==> src/rtl/config_pkg.sv <==
// ---------------------------------------------------------------------------
// config_pkg -- core configuration record consumed by cfg_readout_unit.
//
// Holds the subset of the elaborated core configuration that the readout
// stream publishes. Numeric fields are 32-bit so that a readout can show how
// a wide value truncates into its narrower word slot. Feature flags are
// single bits.
// ---------------------------------------------------------------------------
package config_pkg;

   typedef struct packed {
      // Address and data widths
      int unsigned XLEN;
      int unsigned PLEN;
      int unsigned GPLEN;
      int unsigned FLen;
      // Issue and commit structure
      int unsigned NrCommitPorts;
      int unsigned NrIssuePorts;
      int unsigned NR_SB_ENTRIES;
      int unsigned NrWbPorts;
      // Cache geometry
      int unsigned ICACHE_SET_ASSOC;
      int unsigned DCACHE_SET_ASSOC;
      int unsigned ICACHE_INDEX_WIDTH;
      int unsigned DCACHE_INDEX_WIDTH;
      int unsigned ICACHE_LINE_WIDTH;
      int unsigned DCACHE_LINE_WIDTH;
      // Translation, return stack, PMP and branch prediction
      int unsigned InstrTlbEntries;
      int unsigned DataTlbEntries;
      int unsigned RASDepth;
      int unsigned NrPMPEntries;
      int unsigned BTBEntries;
      int unsigned BHTEntries;
      // ISA extensions and coprocessor interface
      bit          RVA;
      bit          RVB;
      bit          RVC;
      bit          RVD;
      bit          RVF;
      bit          RVH;
      bit          RVS;
      bit          RVU;
      bit          RVV;
      bit          RVZCB;
      bit          RVZCMP;
      bit          RVZiCond;
      bit          RVZicntr;
      bit          RVZihpm;
      bit          XF16;
      bit          XF16ALT;
      bit          XF8;
      bit          XFVec;
      bit          CvxifEn;
   } cva6_cfg_t;

   localparam cva6_cfg_t cva6_cfg_empty = '0;

endpackage

==> src/rtl/cfg_readout_unit.sv <==
// ---------------------------------------------------------------------------
// cfg_readout_unit -- streams the elaborated core configuration as nine
// 32-bit words over a valid/ready handshake.
//
// Words 0..7 are constants built from CVA6Cfg. Each field is LSB-truncated
// into its slot, and unused bits are zero. Word 8 is the XOR of words 0..7.
// It is accumulated at run time from the words actually accepted.
//
// Ports
//   clk_i    : clock
//   rst_i    : asynchronous active-high reset
//   start_i  : request a full readout stream (ignored while streaming or
//              when abort_i is also high)
//   abort_i  : end the current stream without a done pulse
//   valid_o  : data_o / idx_o / last_o hold a word
//   ready_i  : consumer accepts the word
//   data_o   : current config word
//   idx_o    : index of the current word, 0..8
//   last_o   : current word is word 8
//   busy_o   : a stream is in progress
//   done_o   : one-cycle pulse after word 8 is accepted
// ---------------------------------------------------------------------------
module cfg_readout_unit #(
   parameter config_pkg::cva6_cfg_t CVA6Cfg = config_pkg::cva6_cfg_empty
) (
   input  logic        clk_i,
   input  logic        rst_i,
   input  logic        start_i,
   input  logic        abort_i,
   output logic        valid_o,
   input  logic        ready_i,
   output logic [31:0] data_o,
   output logic [3:0]  idx_o,
   output logic        last_o,
   output logic        busy_o,
   output logic        done_o
);

   // ------------------------------------------------------------------
   // Constant word table
   // ------------------------------------------------------------------
   localparam logic [31:0] W0 = 32'hCFA6_0001;
   localparam logic [31:0] W1 = {8'(CVA6Cfg.FLen), 8'(CVA6Cfg.GPLEN),
                                 8'(CVA6Cfg.PLEN), 8'(CVA6Cfg.XLEN)};
   localparam logic [31:0] W2 = {13'd0,
                                 CVA6Cfg.CvxifEn, CVA6Cfg.XFVec, CVA6Cfg.XF8,
                                 CVA6Cfg.XF16ALT, CVA6Cfg.XF16, CVA6Cfg.RVZihpm,
                                 CVA6Cfg.RVZicntr, CVA6Cfg.RVZiCond,
                                 CVA6Cfg.RVZCMP, CVA6Cfg.RVZCB, CVA6Cfg.RVV,
                                 CVA6Cfg.RVU, CVA6Cfg.RVS, CVA6Cfg.RVH,
                                 CVA6Cfg.RVF, CVA6Cfg.RVD, CVA6Cfg.RVC,
                                 CVA6Cfg.RVB, CVA6Cfg.RVA};
   localparam logic [31:0] W3 = {8'(CVA6Cfg.NrWbPorts), 8'(CVA6Cfg.NR_SB_ENTRIES),
                                 8'(CVA6Cfg.NrIssuePorts), 8'(CVA6Cfg.NrCommitPorts)};
   localparam logic [31:0] W4 = {8'(CVA6Cfg.DCACHE_INDEX_WIDTH),
                                 8'(CVA6Cfg.ICACHE_INDEX_WIDTH),
                                 8'(CVA6Cfg.DCACHE_SET_ASSOC),
                                 8'(CVA6Cfg.ICACHE_SET_ASSOC)};
   localparam logic [31:0] W5 = {16'(CVA6Cfg.DCACHE_LINE_WIDTH),
                                 16'(CVA6Cfg.ICACHE_LINE_WIDTH)};
   localparam logic [31:0] W6 = {8'(CVA6Cfg.NrPMPEntries), 8'(CVA6Cfg.RASDepth),
                                 8'(CVA6Cfg.DataTlbEntries), 8'(CVA6Cfg.InstrTlbEntries)};
   localparam logic [31:0] W7 = {16'(CVA6Cfg.BHTEntries), 16'(CVA6Cfg.BTBEntries)};

   function automatic logic [31:0] rom_word(input logic [2:0] sel);
      case (sel)
         3'd0:    rom_word = W0;
         3'd1:    rom_word = W1;
         3'd2:    rom_word = W2;
         3'd3:    rom_word = W3;
         3'd4:    rom_word = W4;
         3'd5:    rom_word = W5;
         3'd6:    rom_word = W6;
         default: rom_word = W7;
      endcase
   endfunction

   // ------------------------------------------------------------------
   // State
   // ------------------------------------------------------------------
   typedef enum logic {
      IDLE,
      STREAM
   } state_e;

   state_e      state_q, state_d;
   logic        valid_q, valid_d;
   logic [31:0] data_q,  data_d;
   logic [3:0]  idx_q,   idx_d;
   logic        last_q,  last_d;
   logic        busy_q,  busy_d;
   logic        done_q,  done_d;
   logic [31:0] acc_q,   acc_d;

   logic        handshake;
   logic [3:0]  next_idx;

   assign handshake = valid_q & ready_i;
   assign next_idx  = idx_q + 4'd1;

   // ------------------------------------------------------------------
   // Next-state and output logic
   // ------------------------------------------------------------------
   always_comb begin
      // NOTE: every signal gets its hold value first, so each path through
      // the case below is fully assigned and no latch is inferred.
      state_d = state_q;
      valid_d = valid_q;
      data_d  = data_q;
      idx_d   = idx_q;
      last_d  = last_q;
      busy_d  = busy_q;
      done_d  = 1'b0;
      acc_d   = acc_q;

      case (state_q)
         IDLE: begin
            if (start_i && !abort_i) begin
               state_d = STREAM;
               valid_d = 1'b1;
               data_d  = W0;
               idx_d   = 4'd0;
               last_d  = 1'b0;
               busy_d  = 1'b1;
               acc_d   = '0;
            end
         end

         STREAM: begin
            // A word handed over in the abort cycle still counts as
            // transferred, so it is folded into the checksum either way.
            if (handshake) begin
               acc_d = acc_q ^ data_q;
            end

            if (abort_i) begin
               state_d = IDLE;
               valid_d = 1'b0;
               last_d  = 1'b0;
               busy_d  = 1'b0;
            end else if (handshake) begin
               if (last_q) begin
                  state_d = IDLE;
                  valid_d = 1'b0;
                  last_d  = 1'b0;
                  busy_d  = 1'b0;
                  done_d  = 1'b1;
               end else begin
                  idx_d  = next_idx;
                  last_d = (next_idx == 4'd8);
                  // Word 8 takes the checksum that includes the word being
                  // accepted now, so it has no bubble.
                  data_d = (next_idx == 4'd8) ? (acc_q ^ data_q)
                                              : rom_word(next_idx[2:0]);
               end
            end
         end

         default: state_d = IDLE;
      endcase
   end

   // ------------------------------------------------------------------
   // Registers
   // ------------------------------------------------------------------
   // NOTE: state is written with non-blocking assignments so that every flop
   // samples the values from before the edge, whatever the statement order.
   always_ff @(posedge clk_i or posedge rst_i) begin
      if (rst_i) begin
         state_q <= IDLE;
         valid_q <= 1'b0;
         data_q  <= '0;
         idx_q   <= '0;
         last_q  <= 1'b0;
         busy_q  <= 1'b0;
         done_q  <= 1'b0;
         acc_q   <= '0;
      end else begin
         state_q <= state_d;
         valid_q <= valid_d;
         data_q  <= data_d;
         idx_q   <= idx_d;
         last_q  <= last_d;
         busy_q  <= busy_d;
         done_q  <= done_d;
         acc_q   <= acc_d;
      end
   end

   assign valid_o = valid_q;
   assign data_o  = data_q;
   assign idx_o   = idx_q;
   assign last_o  = last_q;
   assign busy_o  = busy_q;
   assign done_o  = done_q;

endmodule

==> config.mk <==
export PLATFORM = sky130hd
export DESIGN_NAME = cfg_readout_unit
export DESIGN_NICKNAME = d
export VERILOG_FILES = /design/src/rtl/config_pkg.sv /design/src/rtl/cfg_readout_unit.sv
export SDC_FILE = /design/constraint.sdc
export NUM_CORES = 1
export LEC_CHECK = 0
export ABC_AREA = 0
export CAP_MARGIN = 20
export CORE_ASPECT_RATIO = 1.1
export CORE_UTILIZATION = 45
export CTS_CLUSTER_DIAMETER = 30
export DETAILED_ROUTE_END_ITERATION = 10
export PLACE_DENSITY = 0.72
export SLEW_MARGIN = 20
export SYNTH_ARGS = -nofsm -noshare
export SYNTH_HDL_FRONTEND = slang
export SYNTH_SLANG_ARGS = --single-unit
==> constraint.sdc <==
create_clock -name clk_i -period 4.25 [get_ports clk_i]
set_input_delay 1.0625 -clock clk_i [delete_from_list [all_inputs] [get_ports clk_i]]
set_output_delay 1.0625 -clock clk_i [all_outputs]
set_load 0.03 [all_outputs]
==> impl_results.md <==
- Maximum VDD drop: roughly 0.18 mV
- Net count, final: about 420
- GR Overflow Total: 0
- Initial DRC count: between 200 and 250
- Reg2Reg Launch Point: idx_o[0]
- Most common cell after layout, fill and taps aside: o21ai_0
- Fin crit share: 71.04%
- Max cap viols: 0
- Postcts setup bufs: 0
- Hold WS: 0.4873 ns
- Crit path required time: about 4.5 ns
- Worst setup EP type: flop
- Peak Freq: about 330 MHz
- Post-synthesis mux area share: ~1.8%
- Pwr per Cell Area: between 300 and 400 nW/µm²
- Routability cong.: roughly 0.8
- Register area share after synthesis: 49.83%
- Synth Area in Adders: less than 1%
- CTS buffer count: 9
- Final hold violation count: 0
- Leakage: between 1.5 and 2 nW
- Worst-Margin Slew: between 0.7 and 0.8 ns
- CTS tree: done
- Clk sinks: 72
- Predominant post-synthesis flop cell: dfrtp_1
- DR vias: ~3000
- Hold buffers post-CTS: 0
- WL/cell: 16.04 µm
- FP Rows: 33
- Most frequent cells in the layout: o21ai_0, dfrtp_1, clkdlybuf4s50_1
- Worst r2r path cells: 6
- Total iterations of the first detailed-routing run: 4
- Worst hold start: acc_q[13]
- Die footprint: roughly 8400 µm²
- Placed Cells: around 510
- Simple-Gate Fraction of Synth Area: a little under a fifth
- XOR/XNOR Fraction of Synth Area: 0.2422%
- Final wirelength: roughly 8.4 mm
- Residual DRC: 0
- First-pass GRT wire length: roughly 14 mm
- Starting density of the core: 47.60%
- Synth Instances: 374
- CP arrival: roughly 3.2 ns
- Register area: approximately 1800 µm²
- Antenna violations before repair: 0
- Via-to-Cell Ratio: about 5.7
- Die X: between 80 and 90 µm
- CP max FO: 28
- Status: finished, final reports clean
- Multi-input logic area: approximately 1600 µm²
- DP HPWL: slightly above 5 mm
- Die height: slightly below 100 µm
- Num ports: 45
- Core area: approximately 7600 µm²
- Clock transition at the registers of the reported paths: roughly 0.080 ns
- FF-to-FF setup slack: ~1.6 ns
- Worst Skew: about 0.0057 ns
- Post-synth EDFFs: 0
- Clk root buf: clkbuf_8
- Syn Area/Cell: 9.668 µm²
- Clock Latency Late Sink: 0.36 ns
- Diode count: 0
- R2r endpoint: data_o[30]
- Ys Warns: 0
- Final non-filler cell total: roughly 520
- Post-synthesis compound-gate area fraction: a little under a quarter
- Cell Area, Synth: roughly 3600 µm²
- Min cycle time layout: about 3 ns
- Port buffer count: between 40 and 50
- Cts repair resizes: 0
- Hold worst-path end: acc_q[13]
- Hold path depth: 1
- Worst-case clock buffer depth: 2
- Antenna Nets Post-Route: 0
- Slew headroom: between 40% and 50%
- Hold Crit Class: reg -> reg
- Final setup vio count: 0
- GRT Util Overall: between 20% and 30%
- Final Util: 57.25%
- Yosys reg bits: 72
- Largest net degree at the start of global routing: 35
- Fill count: about 670
- RSZ-0062 raised after global routing: no
- Largest family of logic cells by synthesized area: compound AO/OA/AOI/OAI gates
- CP Launch Type: input pin
- Setup CP Type: in -> reg
- P&R area growth vs syn: 20.28%
- Post-synth net total: around 380
- Vias in the first global route: between 2000 and 3000
- Fin Setup TNS: 0 ns
- Htree depth: 3
- Netlist cell types: 48
- Asr flop ratio synth: 100.0%
- Fin. max-slew vios: 0
- Layout cells sized above 1: a little over a tenth
metrics by stage:
step	worst slack (ns)	area, µm²	total power [mW]
detailed placement	0.8668	4115	1.058
finish	1.231	4349	1.671
floorplan	1.363	3616	0.9633
CTS	1.246	4345	1.677
global placement	0.9157	4115	1.048
global route	1.074	4349	1.742
worst max-delay path, stage by stage:
cell	delay [ns]
clkdlybuf4s50_1	0.62
nand3_4	0.33
or3_4	0.59
nor2_4	0.44
a221oi_1	0.18
cells by family after synthesis:
family	Yosys count
AO/OA/AOI/OAI	135
XOR/XNOR	1
adder cells (fa/ha/maj)	2
buffers and inverters	37
flip-flops	72
multiplexers	5
AND/OR/NAND/NOR	122
how the worst max path moves through the flow:
stage | startpoint | to | depth (start not counted)
3_5_place_dp | ready_i | data_o[0] | 5
4_1_cts | ready_i | data_o[0] | 5
3_3_place_gp | ready_i | data_o[0] | 5
6_report | ready_i | data_o[0] | 5
2_1_floorplan | rst_i | acc_q[0] | 1
5_1_grt | ready_i | data_o[0] | 5
report_power, final:
group / total [mW] / switching [mW] / internal (mW)
Combinational: 0.249 / 0.154 / 0.0954
Sequential: 0.795 / 0.0603 / 0.735
Clock: 0.626 / 0.265 / 0.361
Total: 1.67 / 0.479 / 1.19
synth_stat cells (3+ instances only):
library cell,instances,share of area (%)
o21ai_0,76,11
a22oi_1,3,0.62
nor2_1,40,4.2
buf_2,7,0.97
nand2_1,36,3.7
nor4_2,8,2.8
buf_6,3,0.93
inv_1,15,1.6
and2_1,4,0.69
buf_4,3,0.62
nand3_1,5,0.69
clkbuf_1,6,0.62
o31ai_1,11,2.3
a22o_1,9,2.2
a21o_1,11,2.3
dfrtp_1,72,50
a311oi_1,7,1.7
nor2b_1,11,1.9
clkbuf_2,3,0.42
o2bb2ai_1,7,1.7
final cells by class:
cell class,instances,share of cell area [%]
inverter,15,1.295
sequential,72,41.43
tap,105,3.021
clock inverter,5,1.812
timing repair buffer,51,11.33
clock buffer,11,3.481
multi-input combinational,265,37.63
sequential cells by signal, indices dropped and copies added (netlist names):
register  flops
idx_o         4
busy_o        1
data_o       32
state_q       1
acc_q        32
last_o        1
done_o        1
per-layer routing:
layer  track usage, %  part of all wire, %  vias up
met5                0                    0        -
met4            8.333                  1.4        0
li1                 -                    -     1418
met3            5.146                  5.9       11
met2            35.29                   47       96
met1            30.02                   46     1467
Power figures use the tool's default switching activity.
